`config.mk`:
```
export PLATFORM = sky130hd
export DESIGN_NAME = cascade_stage_eval_flat
export DESIGN_NICKNAME = d
export VERILOG_FILES = /design/src/rtl/cascade_stage_eval_if.sv /design/src/rtl/cascade_stage_eval.sv /design/src/flat_wrapper.sv
export SDC_FILE = /design/constraint.sdc
export NUM_CORES = 1
export LEC_CHECK = 0
export BUFFER_PORTS_ARGS = -buffer_cell sky130_fd_sc_hd__clkbuf_2
export CAP_MARGIN = 20
export CORE_MARGIN = 2
export CORE_UTILIZATION = 60
export CTS_CLUSTER_SIZE = 16
export DETAILED_ROUTE_END_ITERATION = 8
export MAX_ROUTING_LAYER = met4
export PLACE_DENSITY = 0.82
export RECOVER_POWER = 50
export SYNTH_ARGS = -nofsm -noshare
export SYNTH_HDL_FRONTEND = slang
export SYNTH_SLANG_ARGS = --single-unit
export TNS_END_PERCENT = 10
```
`constraint.sdc`:
```
create_clock -name clk -period 3.4 [get_ports clk]
set_input_delay 0.17 -clock clk [delete_from_list [all_inputs] [get_ports clk]]
set_output_delay 0.17 -clock clk [all_outputs]
set_load 0.02 [all_outputs]
```
`src/rtl/cascade_stage_eval_if.sv`:
```
// Feature-sum request/vote handshake between the stage evaluator (master)
// and the feature-sum unit (slave).
interface cascade_stage_eval_if #(
    parameter int FIDX_W = 12,
    parameter int VOTE_W = 16
);
    logic                     feat_req;
    logic [FIDX_W-1:0]        feat_idx;
    logic                     feat_ack;
    logic signed [VOTE_W-1:0] feat_vote;

    modport master (output feat_req, feat_idx, input feat_ack, feat_vote);
    modport slave  (input feat_req, feat_idx, output feat_ack, feat_vote);
endinterface

```
`src/rtl/cascade_stage_eval.sv`:
```
// Haar cascade stage evaluator: accumulates weak-classifier votes for one stage
// and compares against the stage threshold. CASCADE_ACC_SAT_EN selects a saturating accumulator.
module cascade_stage_eval #(
    parameter int NUM_STAGES = 25,
    parameter int SIDX_W     = 5,
    parameter int FIDX_W     = 12,
    parameter int VOTE_W     = 16,
    parameter int ACC_W      = 24
) (
    input  logic                    clk,
    input  logic                    rst,
    input  logic                    stage_start,
    input  logic                    window_reset,
    output logic                    stage_done,
    output logic                    stage_passed,
    output logic                    last_stage,
    output logic [SIDX_W-1:0]       stage_idx,
    input  logic [FIDX_W-1:0]       stg_num_feats,
    input  logic signed [ACC_W-1:0] stg_thresh,
    cascade_stage_eval_if.master    feat
);

    typedef enum logic [1:0] {IDLE, LOAD, REQ, CMP} state_t;

    state_t                  state_reg, state_next;
    logic [SIDX_W-1:0]       stage_idx_reg;
    logic [FIDX_W-1:0]       feat_base_reg;
    logic [FIDX_W-1:0]       feat_cnt_reg;
    logic [FIDX_W-1:0]       num_feats_reg;
    logic signed [ACC_W-1:0] thresh_reg;
    logic signed [ACC_W-1:0] acc_reg;
    logic signed [ACC_W-1:0] acc_next;
    logic                    stage_done_reg;
    logic                    stage_passed_reg;
    logic                    xfer;
    logic                    last_xfer;
    logic                    is_last;
    logic signed [ACC_W:0]   acc_ext;
    logic signed [ACC_W:0]   vote_ext;
    logic signed [ACC_W:0]   sum_ext;

    assign is_last      = (stage_idx_reg == SIDX_W'(NUM_STAGES - 1));
    assign last_stage   = is_last;
    assign stage_idx    = stage_idx_reg;
    assign stage_done   = stage_done_reg;
    assign stage_passed = stage_passed_reg;

    assign feat.feat_req = (state_reg == REQ);
    assign feat.feat_idx = feat_base_reg + feat_cnt_reg;

    assign xfer      = (state_reg == REQ) && feat.feat_ack;
    assign last_xfer = xfer && (feat_cnt_reg == num_feats_reg - 1'b1);

    // One guard bit above the accumulator exposes signed overflow.
    assign acc_ext  = {acc_reg[ACC_W-1], acc_reg};
    assign vote_ext = {{(ACC_W + 1 - VOTE_W){feat.feat_vote[VOTE_W-1]}}, feat.feat_vote};
    assign sum_ext  = acc_ext + vote_ext;

    always_comb begin
        acc_next = sum_ext[ACC_W-1:0];
`ifdef CASCADE_ACC_SAT_EN
        if (sum_ext[ACC_W] != sum_ext[ACC_W-1]) begin
            acc_next = sum_ext[ACC_W] ? {1'b1, {(ACC_W-1){1'b0}}}
                                      : {1'b0, {(ACC_W-1){1'b1}}};
        end
`else
        acc_next = sum_ext[ACC_W-1:0];
`endif
    end

    always_ff @(posedge clk or negedge rst) begin
        if (!rst) begin
            state_reg <= IDLE;
        end else begin
            state_reg <= state_next;
        end
    end

    always_comb begin
        state_next = state_reg;
        if (window_reset) begin
            state_next = IDLE;
        end else begin
            case (state_reg)
                IDLE: if (stage_start) state_next = LOAD;
                // Decide on the ROM word directly; it is latched on this same edge.
                LOAD: state_next = (stg_num_feats == '0) ? CMP : REQ;
                REQ:  if (last_xfer) state_next = CMP;
                CMP:  state_next = IDLE;
                default: state_next = IDLE;
            endcase
        end
    end

    always_ff @(posedge clk or negedge rst) begin
        if (!rst) begin
            stage_idx_reg    <= '0;
            feat_base_reg    <= '0;
            feat_cnt_reg     <= '0;
            num_feats_reg    <= '0;
            thresh_reg       <= '0;
            acc_reg          <= '0;
            stage_done_reg   <= 1'b0;
            stage_passed_reg <= 1'b0;
        end else if (window_reset) begin
            stage_idx_reg  <= '0;
            feat_base_reg  <= '0;
            feat_cnt_reg   <= '0;
            acc_reg        <= '0;
            stage_done_reg <= 1'b0;
        end else begin
            stage_done_reg <= 1'b0;
            case (state_reg)
                LOAD: begin
                    num_feats_reg <= stg_num_feats;
                    thresh_reg    <= stg_thresh;
                    acc_reg       <= '0;
                    feat_cnt_reg  <= '0;
                end
                REQ: begin
                    if (xfer) begin
                        acc_reg      <= acc_next;
                        feat_cnt_reg <= feat_cnt_reg + 1'b1;
                    end
                end
                CMP: begin
                    stage_done_reg   <= 1'b1;
                    stage_passed_reg <= (acc_reg >= thresh_reg);
                    if ((acc_reg >= thresh_reg) && !is_last) begin
                        stage_idx_reg <= stage_idx_reg + 1'b1;
                        feat_base_reg <= feat_base_reg + num_feats_reg;
                    end else begin
                        stage_idx_reg <= '0;
                        feat_base_reg <= '0;
                    end
                end
                default: ;
            endcase
        end
    end

endmodule

```
`src/flat_wrapper.sv`:
```
// flat-port wrapper written by rule: the top's interface ports become plain ports
module cascade_stage_eval_flat 
#(
    parameter int NUM_STAGES = 25,
    parameter int SIDX_W     = 5,
    parameter int FIDX_W     = 12,
    parameter int VOTE_W     = 16,
    parameter int ACC_W      = 24
)
  (clk, rst, stage_start, window_reset, stage_done, stage_passed, last_stage, stage_idx, stg_num_feats, stg_thresh, feat_feat_req, feat_feat_idx, feat_feat_ack, feat_feat_vote);
  cascade_stage_eval_if #(.FIDX_W(FIDX_W), .VOTE_W(VOTE_W)) feat_i ();
  input  logic clk;
  input  logic rst;
  input  logic stage_start;
  input  logic window_reset;
  output logic stage_done;
  output logic stage_passed;
  output logic last_stage;
  output logic [SIDX_W-1:0] stage_idx;
  input  logic [FIDX_W-1:0] stg_num_feats;
  input  logic signed [ACC_W-1:0] stg_thresh;
  output wire logic [$bits(feat_i.feat_req)-1:0] feat_feat_req;
  output wire logic [$bits(feat_i.feat_idx)-1:0] feat_feat_idx;
  input wire logic [$bits(feat_i.feat_ack)-1:0] feat_feat_ack;
  input wire logic [$bits(feat_i.feat_vote)-1:0] feat_feat_vote;
  assign feat_feat_req = feat_i.feat_req;
  assign feat_feat_idx = feat_i.feat_idx;
  assign feat_i.feat_ack = feat_feat_ack;
  assign feat_i.feat_vote = feat_feat_vote;
  cascade_stage_eval #(.NUM_STAGES(NUM_STAGES), .SIDX_W(SIDX_W), .FIDX_W(FIDX_W), .VOTE_W(VOTE_W), .ACC_W(ACC_W)) u_core (.clk(clk), .rst(rst), .stage_start(stage_start), .window_reset(window_reset), .stage_done(stage_done), .stage_passed(stage_passed), .last_stage(last_stage), .stage_idx(stage_idx), .stg_num_feats(stg_num_feats), .stg_thresh(stg_thresh), .feat(feat_i));
endmodule
```
==> impl_metrics.csv <==
group,metric,value,unit
pwr,power_density,571,mW/mm^2
critical_path,crit_type,"flip-flop to primary output",
sta,rsz0062_at_grt,"false",
cells_and_area,final_layout_size_suffix_gt1_share,14.5,%
global_routing,grt_busiest_layer,"met2",
pwr,ir_drop,0.293,mV
logic_synthesis,synth_edf_count,0,
clocking,clkLatencyLatePin,0.37,ns
logic_synthesis,synth_warnings,0,
logic_synthesis,synth_cells,739,
die,die_w,110,um
clocking,cts_buffers,9,
routing,final_antenna_net_count,0,
clocking,htreeDepth,3,
job,cap_violations,1,
place,dp_cells,940,
critical_path,r2r_start,"u_core.acc_reg[1]$_DFFE_PN0P_",
critical_path,crit_slowest_cell,"dfrtp_1",
global_routing,grt_util_met3,2.73,%
sta,period_minus_slack,3.28,ns
cells_and_area,fillers,856,
outcome,status,"complete, but fails checks",
die,dieHeight,110,um
routing,routedWlPerCell,15.9,um
logic_synthesis,syn-num-nets,876,
place,gp_congestion,0.903,
clocking,cts_setup_buffers,0,
clocking,numClockSinks,93,
critical_path,path_max_fanout,6,
min_path,hp-class,"input pin to flip-flop",
global_routing,first_global_vias,5675,
logic_synthesis,synth_area,0.00670,mm^2
critical_path,crit_chain,"ha_1 > a21o_1 > a21oi_1 > nand2b_1 > a21boi_0 > o311a_1 > o21a_1 > o21a_1 > o41ai_2 > xnor2_1 > clkbuf_2",
global_routing,grt_use_total,28.0,%
clocking,clkTransAtPathRegs,0.09,ns
critical_path,path_common_cell,"o21a_1",
logic_synthesis,synth-seq-cells,93,
sta,slew_headroom,-19.1,%
logic_synthesis,synth_cell_type_count,65,
critical_path,critPathLaunchType,"flip-flop",
sta,fmax,304,MHz
cells_and_area,syn2layout_area_growth,11.6,%
min_path,hold_start,"stg_thresh[22]",
routing,viasPerCell,5.90,
routing,drt_first_pass_iters,5,
logic_synthesis,avgSynthCellArea,9.06,um^2
global_routing,grt_first_pass_wirelength,25.8,mm
sta,drv_slew,32,
logic_synthesis,async_flop_share,100,%
routing,drt-total-wl,15.2,mm
die,row_count,38,
die,initial_core_util,61.8,%
sta,tightest_slew,1.79,ns
logic_synthesis,yosysSeqAreaShare,34.8,%
global_routing,antenna_found_initial,0,
place,portBuffers,77,
clocking,cts_tree,"yes",
critical_path,worstPathArrival,3.11,ns
global_routing,grt_max_degree,36,
logic_synthesis,synth_ff_type,"dfrtp_1",
cells_and_area,layout.nets,951,
clocking,clockBufferDepth,2,
routing,drt_iter0_markers,309,
critical_path,critPathCaptureType,"primary output",
sta,fin_crit_sh,96.6,%
cells_and_area,final_cell_count_no_fill,959,
routing,drc,0,
place,hpwl,11.6,mm
die,coreArea,0.0108,mm^2
die,die_area,0.0120,mm^2
die,ios,78,
global_routing,use_met1,34.4,%
pwr,cellLeakagePower,3.73,nW
outcome,violations,"max-capacitance violations, max-slew violations",
critical_path,cp.required,3.23,ns
clocking,cts_root_buf,"clkbuf_8",
critical_path,max_stage_delay,0.48,ns
global_routing,met2_usage,47.7,%
routing,num_vias,5659,
cells_and_area,antenna_cells,0,
sta,setup_tns,0,ns
critical_path,cp-startpoint,"u_core.feat_cnt_reg[1]$_DFFE_PN0P_",
sta,finClkSkew,0.0136,ns
sta,finalHoldViolations,0,
global_routing,gr-total-overflow,0,
sta,setup_violations,0,
[cells by family (layout without fill, tap and decap cells)]
group           count (synthesis)  in the layout  share of synthesized area (%)
mux                            17             17                           2.75
flops                          93             93                           34.8
fa+ha+maj                      80             80                           15.3
buf+inv                        73            153                           4.39
xor+xnor                       56             56                           7.33
compound gates                214            214                           20.5
simple gates                  206            206                           15.0
[synth_stat cells (5+ instances only)]
library cell	instances	area, um^2
a21o_1	20	150
a21oi_1	42	210
a22o_1	18	158
a31oi_1	6	37.5
and3_1	5	31.3
clkbuf_1	19	71.3
dfrtp_1	93	2330
ha_1	77	963
inv_1	47	176
mux2_2	11	124
mux2i_1	6	60.1
nand2_1	79	297
nand2b_1	8	50.1
nand3_1	17	85.1
nand4_1	13	81.3
nor2_1	37	139
nor2b_1	14	87.6
nor3_1	10	50.1
o211ai_1	5	37.5
o21ai_0	79	395
o21bai_1	5	37.5
xnor2_1	34	298
xor2_1	22	193
[critical path: cells and delay by family (launching register included)]
| kind | cells | cell delay, ns |
|---|---|---|
| AOI/OAI and AO/OA | 7 | 1.44 |
| xor gates and xnor gates | 1 | 0.16 |
| buffers and inverters | 1 | 0.19 |
| and+or+nand+nor | 1 | 0.15 |
| adders and majority gates | 1 | 0.33 |
| DFF | 1 | 0.48 |
[cell usage in the layout, fill, tap and decap left out, types with 4 or more instances in the layout]
cell type / Yosys / layout
o21bai_1: 5 / 5
nand2_1: 79 / 79
nand3b_1: 4 / 4
a21oi_1: 42 / 41
dfrtp_1: 93 / 92
nor2b_1: 14 / 13
xnor2_1: 34 / 34
and3_1: 5 / 5
buf_4: 3 / 7
xor2_1: 22 / 22
o21a_1: 4 / 4
mux2i_1: 6 / 6
o211ai_1: 5 / 5
inv_1: 47 / 47
nand4_1: 13 / 13
nor2_1: 37 / 37
a22o_1: 18 / 18
clkbuf_2: 0 / 71
a31oi_1: 6 / 6
clkbuf_8: 0 / 11
nand2b_1: 8 / 8
a22oi_1: 4 / 4
o21ai_0: 79 / 77
nor3_1: 10 / 10
ha_1: 77 / 77
a21o_1: 20 / 20
nand3_1: 17 / 17
clkbuf_1: 19 / 10
mux2_2: 11 / 11
[metrics by stage]
stage               hold slack (ns)  cell area, um^2  utilization (%)  setup slack, ns  power, W
floorplan                    -0.126             6700                -            0.768   0.00295
global placement              0.136             7230             66.7            0.554   0.00329
detailed placement            0.137             7230             66.7            0.438   0.00342
CTS                        0.000305             7480             69.0           0.0223   0.00428
global route                 0.0123             7470             68.9           0.0200   0.00460
finish                      0.00559             7470             68.9            0.116   0.00426
[report_power, final]
part	internal [W]	switching [W]
combinational	0.000764	0.00104
clock	0.000453	0.000387
sequential	0.00138	0.000237
[what timing repair did]
| action | CTS | global route |
|---|---|---|
| gates resized for setup | 0 | 4 |
| setup endpoints to repair | 0 | 2 |
| endpoints found under the hold margin | 31 | 0 |
| hold buffers | 3 | 0 |
[final timing paths]
path	slack, ns	end	cells past startpoint
worst min register to register	0.53	u_core.acc_reg[2]$_DFFE_PN0P_	2
worst min-delay path	0.006	u_core.thresh_reg[22]$_DFFE_PN0P_	3
min in group asynchronous	0.81	u_core.feat_base_reg[10]$_DFFE_PN0P_	2
worst max-delay path	0.12	feat_feat_idx[11]	11
worst max register to register	0.37	u_core.acc_reg[23]$_DFFE_PN0P_	9
max in group asynchronous	0.87	u_core.feat_cnt_reg[0]$_DFFE_PN0P_	3
[area by class of cell]
cell class                      count  area, um^2  share of cell area, %
Sequential cell                    93        2330                   31.2
Inverter                           47         176                   2.36
Clock inverter                      4        70.1                  0.938
Tap cell                          140         175                   2.35
Multi-Input combinational cell    573        4090                   54.8
Timing Repair Buffer               90         472                   6.31
Clock buffer                       12         155                   2.08
[layer usage]
| metal | share of wire, % | up-vias | routed length (um) |
|---|---|---|---|
| li1 | - | 2797 | - |
| met1 | 44 | 2698 | 6690 |
| met2 | 51 | 135 | 7760 |
| met3 | 3.2 | 29 | 480 |
| met4 | 2.0 | 0 | 297 |
| met5 | 0 | - | 0 |
(Power assumes the default switching activity.)
